`config.mk`:
```
export PLATFORM = sky130hd
export DESIGN_NAME = hfrv_debug_uart_tx
export DESIGN_NICKNAME = d
export VERILOG_FILES = /design/src/rtl/hfrv_debug_pkg.sv /design/src/rtl/hfrv_byte_fifo.sv /design/src/rtl/hfrv_debug_uart_tx.sv
export SDC_FILE = /design/constraint.sdc
export NUM_CORES = 1
export LEC_CHECK = 0
export CAP_MARGIN = 20
export CORE_MARGIN = 10
export CORE_UTILIZATION = 60
export CTS_BUF_LIST = sky130_fd_sc_hd__clkbuf_4 sky130_fd_sc_hd__clkbuf_8
export CTS_CLUSTER_DIAMETER = 200
export CTS_CLUSTER_SIZE = 14
export DETAILED_ROUTE_END_ITERATION = 8
export GPL_TIMING_DRIVEN = 0
export PLACE_DENSITY = 0.86
export SLEW_MARGIN = 10
export SYNTH_ARGS = -nofsm -noshare
export SYNTH_HDL_FRONTEND = slang
export SYNTH_SLANG_ARGS = --single-unit
```
`constraint.sdc`:
```
create_clock -name clk -period 7.5 [get_ports clk]
set_clock_uncertainty 0.15 [all_clocks]
set_input_delay 1.875 -clock clk [delete_from_list [all_inputs] [get_ports clk]]
set_output_delay 1.875 -clock clk [all_outputs]
set_load 0.05 [all_outputs]
```
`src/rtl/hfrv_debug_pkg.sv`:
```
// Shared definitions for the hfrv debug byte sink (address map, serializer states, frame shape).
package hfrv_debug_pkg;

  localparam logic [31:0]  DEBUG_UART_ADDR = 32'hf00000d0;
  localparam int unsigned  UART_FRAME_BITS = 10;

  typedef enum logic [1:0] {
    TX_IDLE,
    TX_START,
    TX_DATA,
    TX_STOP
  } uart_tx_state_t;

endpackage

```
`src/rtl/hfrv_byte_fifo.sv`:
```
// Synchronous circular-buffer FIFO; pointers carry one extra wrap bit so full/empty need no counter.
module hfrv_byte_fifo #(
  parameter int unsigned DEPTH = 8,
  parameter int unsigned WIDTH = 8
) (
  input  logic                     clk,
  input  logic                     reset,
  input  logic                     push,
  input  logic [WIDTH-1:0]         wdata,
  input  logic                     pop,
  output logic [WIDTH-1:0]         rdata,
  output logic                     full,
  output logic                     empty,
  output logic [$clog2(DEPTH):0]   count
);

  localparam int unsigned AW = $clog2(DEPTH);

  logic [AW:0]       wptr;
  logic [AW:0]       rptr;
  logic [WIDTH-1:0]  mem [DEPTH];

  assign full  = (wptr[AW] != rptr[AW]) && (wptr[AW-1:0] == rptr[AW-1:0]);
  assign empty = (wptr == rptr);
  assign count = wptr - rptr;
  assign rdata = mem[rptr[AW-1:0]];

  // Pointer advance; pushes while full and pops while empty are dropped.
  always_ff @(posedge clk or posedge reset) begin
    if (reset) begin
      wptr <= '0;
      rptr <= '0;
    end else begin
      if (push && !full) begin
        wptr <= wptr + (AW+1)'(1);
      end
      if (pop && !empty) begin
        rptr <= rptr + (AW+1)'(1);
      end
    end
  end

  // Storage array; left unreset since only entries between the pointers are ever read.
  always_ff @(posedge clk) begin
    if (push && !full) begin
      mem[wptr[AW-1:0]] <= wdata;
    end
  end

endmodule

```
`src/rtl/hfrv_debug_uart_tx.sv`:
```
// Debug UART sink: byte stores to DEBUG_ADDR are queued and sent as 8N1 frames on tx.
module hfrv_debug_uart_tx
  import hfrv_debug_pkg::*;
#(
  parameter logic [31:0] DEBUG_ADDR = DEBUG_UART_ADDR,
  parameter int unsigned CLK_DIV    = 16,
  parameter int unsigned FIFO_DEPTH = 8
) (
  input  logic                          clk,
  input  logic                          reset,
  input  logic [31:0]                   address,
  input  logic [31:0]                   data_w,
  input  logic [3:0]                    data_we,
  output logic                          stall,
  output logic                          tx,
  output logic                          busy,
  output logic [$clog2(FIFO_DEPTH):0]   fifo_count,
  output logic                          byte_valid,
  output logic [7:0]                    byte_data
);

  // Baud counter is fixed at 16 bits; the strobe is raised one count early so it lands in the last stop cycle.
  localparam logic [15:0] BAUD_LAST = 16'(CLK_DIV - 1);
  localparam logic [15:0] BAUD_PRE  = 16'(CLK_DIV - 2);

  uart_tx_state_t state;
  logic [7:0]     shift;
  logic [7:0]     frame;
  logic [2:0]     bit_cnt;
  logic [15:0]    baud;
  logic           baud_wrap;
  logic           push;
  logic           pop;
  logic           full;
  logic           empty;
  logic [7:0]     head;
  logic           unused_data_hi;

  assign unused_data_hi = ^data_w[31:8];

  assign push      = (address == DEBUG_ADDR) && (data_we != 4'b0000);
  assign baud_wrap = (baud == BAUD_LAST);
  assign pop       = !empty && ((state == TX_IDLE) || ((state == TX_STOP) && baud_wrap));
  assign stall     = full;
  assign busy      = (state != TX_IDLE) || !empty;

  hfrv_byte_fifo #(
    .DEPTH (FIFO_DEPTH),
    .WIDTH (8)
  ) u_fifo (
    .clk   (clk),
    .reset (reset),
    .push  (push),
    .wdata (data_w[7:0]),
    .pop   (pop),
    .rdata (head),
    .full  (full),
    .empty (empty),
    .count (fifo_count)
  );

  // Serializer: start bit, 8 data bits LSB first, stop bit; chains straight into the next frame when queued.
  always_ff @(posedge clk or posedge reset) begin
    if (reset) begin
      state      <= TX_IDLE;
      tx         <= 1'b1;
      shift      <= '0;
      frame      <= '0;
      bit_cnt    <= '0;
      baud       <= '0;
      byte_valid <= 1'b0;
      byte_data  <= '0;
    end else begin
      byte_valid <= 1'b0;
      case (state)
        TX_IDLE: begin
          tx   <= 1'b1;
          baud <= '0;
          if (pop) begin
            shift <= head;
            frame <= head;
            tx    <= 1'b0;
            state <= TX_START;
          end
        end
        TX_START: begin
          if (baud_wrap) begin
            baud    <= '0;
            bit_cnt <= '0;
            tx      <= shift[0];
            state   <= TX_DATA;
          end else begin
            baud <= baud + 16'd1;
          end
        end
        TX_DATA: begin
          if (baud_wrap) begin
            baud <= '0;
            if (bit_cnt == 3'd7) begin
              tx    <= 1'b1;
              state <= TX_STOP;
            end else begin
              bit_cnt <= bit_cnt + 3'd1;
              shift   <= {1'b0, shift[7:1]};
              tx      <= shift[1];
            end
          end else begin
            baud <= baud + 16'd1;
          end
        end
        TX_STOP: begin
          if (baud == BAUD_PRE) begin
            byte_valid <= 1'b1;
            byte_data  <= frame;
          end
          if (baud_wrap) begin
            baud <= '0;
            if (pop) begin
              shift <= head;
              frame <= head;
              tx    <= 1'b0;
              state <= TX_START;
            end else begin
              tx    <= 1'b1;
              state <= TX_IDLE;
            end
          end else begin
            baud <= baud + 16'd1;
          end
        end
        default: begin
          tx    <= 1'b1;
          state <= TX_IDLE;
        end
      endcase
    end
  end

endmodule
```
---- Word-level counts from Yosys, hierarchy flattened ----
Memory sizes are Yosys's and may differ from the RTL's.
Cells that the tools add are included.
cells by class
  $add $sub $neg .......................... 5
  equality and inequality tests ........... 16
  muxes and demuxes ....................... 31
  reductions and logical operators ........ 23
operators by type and width
  cell                                                              number
  8-bit two-way mux                                                 6
  16-bit by 4-bit == test with 1-bit output, second input constant  2
  32-bit == test, second input constant                             1
  16-bit one-hot mux with 2 select lines                            1
  8-bit one-hot mux with 3 select lines                             1
  16-bit by 1-bit adder with 16-bit output, second input constant   1
  16-bit two-way mux                                                1
  8-bit one-hot mux with 2 select lines                             1
  1-bit two-way mux                                                 10
  2-bit two-way mux                                                 5
  2-bit inequality test, second input constant                      5
  3-bit two-way mux                                                 3
  4-bit by 1-bit adder with 4-bit output, second input constant     2
  2-bit one-hot mux with 4 select lines                             1
  4-bit AND reduction                                               2
  1-bit logical AND                                                 6
  3-bit one-hot mux with 2 select lines                             1
  2-bit nonzero test                                                3
  5-bit AND reduction                                               1
  2-bit == test, second input constant                              2
  4-bit == test                                                     1
  1-bit one-hot mux with 4 select lines                             1
  2-bit AND reduction                                               2
  4-bit nonzero test                                                1
  other kinds (13)                                                  15
word-level totals
  bits in registers ....................... 55
  bits in writable memories ............... 64
  input port bits ......................... 70
  output and inout bits ................... 16
  logic and storage cells ................. 86
  memories ................................ 1
memory list
  name        words  bits a word  read ports  clocked after memory_dff  write ports  RTL line              RTL
  u_fifo.mem  8      8            1           0                         1            hfrv_byte_fifo.sv:21  logic [WIDTH-1:0] mem [DEPTH];

---- Logic depth before layout (Yosys ltp) ----
  word-level depth ........................ 7
  gate-level depth with buffers ........... 9
  mapped depth without buffers ............ 7

---- Cells and area by module ----
From an unflattened synthesis, not the netlist that was laid out.
unflattened totals
  cells, all modules ...................... 409
  area, all modules ....................... 5421.4 sq um
by module, submodules not included
  module              times used  cells an instance  area an instance (sq um)  seq. area each (sq um)
  hfrv_byte_fifo      1           169                3000.4                    2122.0
  hfrv_debug_uart_tx  1           240                2421.1                    1177.4

---- Worst setup path after synthesis ----
Ideal clock, no wire load.
  path kind ............................... register to output
  start ................................... register u_fifo.rptr[1]
  end ..................................... output fifo_count[3]
  arrival ................................. 2.356 ns
  data required time ...................... 5.475 ns
  setup slack ............................. 3.119 ns
  stages on the path, launching flop included .. 8
  buffers on the path ..................... 2
  path through ............................ dfrtp_1 > buf_2 > buf_2 > inv_1 > ha_1 > a21o_1 > a21oi_1 > xnor2_1
between the ends
  word-level cells in the longest chain between the ends .. 1
RTL lines
  item                    RTL line                  RTL
  from (decl)             hfrv_byte_fifo.sv:20      logic [AW:0] rptr;
  from (signal assigned)  hfrv_byte_fifo.sv:38      rptr <= rptr + (AW+1)'(1);
  4-bit subtractor        hfrv_byte_fifo.sv:25      assign count = wptr - rptr;
  to (decl)               hfrv_debug_uart_tx.sv:17  output logic [$clog2(FIFO_DEPTH):0] fifo_count,
No other way between the ends.

---- Final worst setup path ----
  start ................................... register u_fifo.rptr[2]
  end ..................................... output fifo_count[3]
Same word-level chain as after synthesis.

==> flow_summary.yaml <==
placement:
  dpl.hpwl_um: 8046
  gp_congestion: 0.8167
  pre_cts_ws_ns: 2.497
  portBuffers: 61
worst_setup_path:
  r2r_start: "u_fifo.rptr[2]"
  endpoint_kind: "primary output"
  crit_end: "fifo_count[3]"
  rrSetupSlack_ns: 3.43
  crit_path_start: "u_fifo.rptr[2]"
  critPathArrivalTime_ns: 3.45
  path_cells: "clkbuf_1 -> clkbuf_1 -> inv_1 -> ha_1 -> a21oi_1 -> xnor2_1 -> clkdlybuf4s50_1"
  path_depth: 7
  crit_type: "reg2out"
  reg2regPathDepth: 9
  cp_common_cell: "clkbuf_1"
  r2r-end: "u_fifo.mem[3][4]"
  cp-start-kind: "flop"
  crit_family: "buffers and inverters"
  worstPathRequired_ns: 5.48
  cpMaxStageDelayCell: "clkdlybuf4s50_1"
  cp_num_buf_inv: 4
  critPathMaxFanout: 10
  max_stage_delay_ns: 0.83
die:
  die_width_um: 114.7
  rows: 34
  start_util_pct: 61.75
  die_area_um2: 13160
  die-height_um: 114.7
  pin_count: 86
  core_um2: 8721
cells_and_area:
  regArea_um2: 3299
  fillers: 540
  antenna_cells: 0
  drive_above_1_share_pct: 17.55
  area_growth_pct: 21.89
  fin_nets: 544
  final_core_util_pct: 75.27
  multi_input_area_um2: 1991
timing:
  worstMarginPinSlew_ns: 0.9340
  final-max-slew-violation-count: 0
  max_freq_mhz: 182.8
  layout_min_cycle_time_ns: 5.470
  hold_violations: 0
  maxSlewHeadroom_pct: 37.46
  finalCritPeriodShare_pct: 72.93
  fin_tns_setup_ns: 0
  worst_slack_ns: 2.030
  rsz0062_at_grt: "false"
  setup_viol: 0
clocking:
  worstSkewPairLatency_ns: 0.44
  root_buffer: "clkbuf_8"
  clockBufferDepth: 2
  hold_buffers: 0
  clock-sinks: 119
  cts_buffers: 17
  cts.clk_slew.worst_paths_ns: 0.09
  cts_setup_buffers: 0
  cts_resized: 0
  htree_num_levels: 4
  cts_tree: "built"
grt:
  antenna_found_initial: 0
  grt_pass1_wl_um: 19230
  grtUsageTotal_pct: 18.60
  overflow: 0
  grt_max_degree: 30
  grt_pass1_vias: 3713
yosys:
  ys_seq_area_share_pct: 61.27
  synth_fp_nets: 463
  synth.area.top_cells: "edfxtp_1, dfrtp_1, mux4_2"
  ys_ff_latch: 119
  syn_inst: 379
  synth-async-reset-ratio_pct: 46.22
  synth_flop_cell: "edfxtp_1"
  ys.warnings.count: 0
  synth_edf_count: 64
  synth_top_area_share_pct: 35.69
  yosys.cell_types.count: 53
  netlist_area_um2: 5385
  syn_area_per_cell_um2: 14.21
  synth_area_leader_cell: "edfxtp_1"
detailed_routing:
  wl_per_cell_um: 19.35
  firstDrtPassIters: 4
  wl_um: 11250
  drt_iter0_drc: 233
  ant_nets: 0
  dr_total_vias: 3407
  route.detailed.drc: 0
  vias_per_cell: 5.864
min_path:
  worstHoldPathType: "reg2reg"
  worstHoldStart: "frame[4]"
pwr:
  total_power_mw: 1.279
  p_leak_nw: 2.492
  vdd_ir_drop_max_mv: 0.2171
  pwr_density_cell_nw_per_um2: 194.9
status:
  status: "completed"
run:
  drv_cap: 0
==> cells in the mapped netlist (2+ instances only) <==
master	n
edfxtp_1	64
nand3_1	10
o22ai_1	2
or4_1	5
nor3b_1	2
xor2_1	11
o21a_1	7
nand4_1	6
dfrtp_1	54
nor4_1	7
clkbuf_1	6
mux2_2	9
nand2_1	19
a21o_1	2
nor3_1	6
and4_1	2
and3_1	2
ha_1	13
o211ai_1	13
inv_1	15
nor4b_1	2
nor2_1	22
o21ai_0	17
xnor2_1	12
mux2i_1	15
nor4_4	4
mux4_2	16
a21oi_1	5
buf_2	7
==> sequential cells by signal, summed over array words and instances, names as in the netlist <==
| name | count |
|---|---|
| u_fifo.mem | 64 |
| baud | 16 |
| byte_data | 8 |
| frame | 8 |
| shift | 8 |
| u_fifo.rptr | 4 |
| u_fifo.wptr | 4 |
| bit_cnt | 3 |
| state | 2 |
| byte_valid | 1 |
| tx | 1 |
==> final cells by class <==
type / instances / area share (%)
well taps: 108 / 2.059
clock inverters: 15 / 2.268
plain buffers: 15 / 1.048
repair buffers: 62 / 9.607
clock buffers: 17 / 3.565
inverters: 15 / 0.8578
multi-input cells: 230 / 30.33
flip-flops and latches: 119 / 50.27
==> report_power, final <==
group          leakage, nW  internal [mW]  total, mW  switching (mW)
sequential            1.28          0.689      0.689  0.000000000953
clock                0.191          0.248      0.555           0.306
combinational         1.02         0.0223     0.0356          0.0133
==> worst min path at each step <==
stage                           to  slack [ns]  cells after the start
after floorplan           frame[5]        0.29                      2
after global placement    frame[5]        0.32                      2
after detailed placement  frame[5]        0.32                      2
after CTS                 frame[5]        0.34                      2
after global routing      frame[0]        0.36                      1
final                     frame[4]        0.34                      1
==> cells in the final DEF (no fill, tap or decap), drive strengths merged, types with 2 or more instances in the layout <==
| cell | n |
|---|---|
| clkinv | 2 |
| o21a | 7 |
| dfrtp | 54 |
| clkinvlp | 2 |
| xnor2 | 12 |
| mux2i | 15 |
| nor4 | 11 |
| nand3 | 10 |
| and4 | 3 |
| ha | 13 |
| inv | 26 |
| clkdlybuf4s50 | 61 |
| nand2 | 19 |
| o21ai | 17 |
| and3 | 2 |
| o211ai | 13 |
| nor2 | 22 |
| a21oi | 6 |
| nor3b | 2 |
| nor3 | 6 |
| or2 | 2 |
| or4 | 6 |
| xor2 | 11 |
| edfxtp | 64 |
| buf | 10 |
| a21o | 2 |
| mux4 | 16 |
| o22ai | 2 |
| clkbuf | 23 |
| mux2 | 9 |
| nor4b | 2 |
| nand4 | 6 |
==> per-layer routing <==
layer,vias up,part of all wire (%),wire length [µm],track usage [%]
met5,-,0,0,0
met4,0,0.67,75,4.785
met3,10,4.5,501,4.635
met2,84,55,6188,33.22
met1,1705,40,4479,21.91
li1,1608,-,-,-
==> cell families after synthesis <==
kind of cell	Yosys count	synth area share (%)
xor gates and xnor gates	23	3.741
DFF	119	61.27
and+or+nand+nor	97	10.85
AOI/OAI and AO/OA	56	7.063
muxes	40	11.36
adders and majority gates	14	3.392
buffers and inverters	30	2.323
==> stage by stage <==
| step | hold WS, ns | cells | cell area (µm²) |
|---|---|---|---|
| CTS | 0.3393 | 581 | 6564 |
| global placement | 0.3174 | 548 | 6131 |
| detailed placement | 0.3227 | 549 | 6181 |
| floorplan | 0.2944 | 379 | 5385 |
| finish | 0.3361 | 581 | 6564 |
| global route | 0.3625 | 581 | 6564 |
Power figures use the tool's default switching activity.
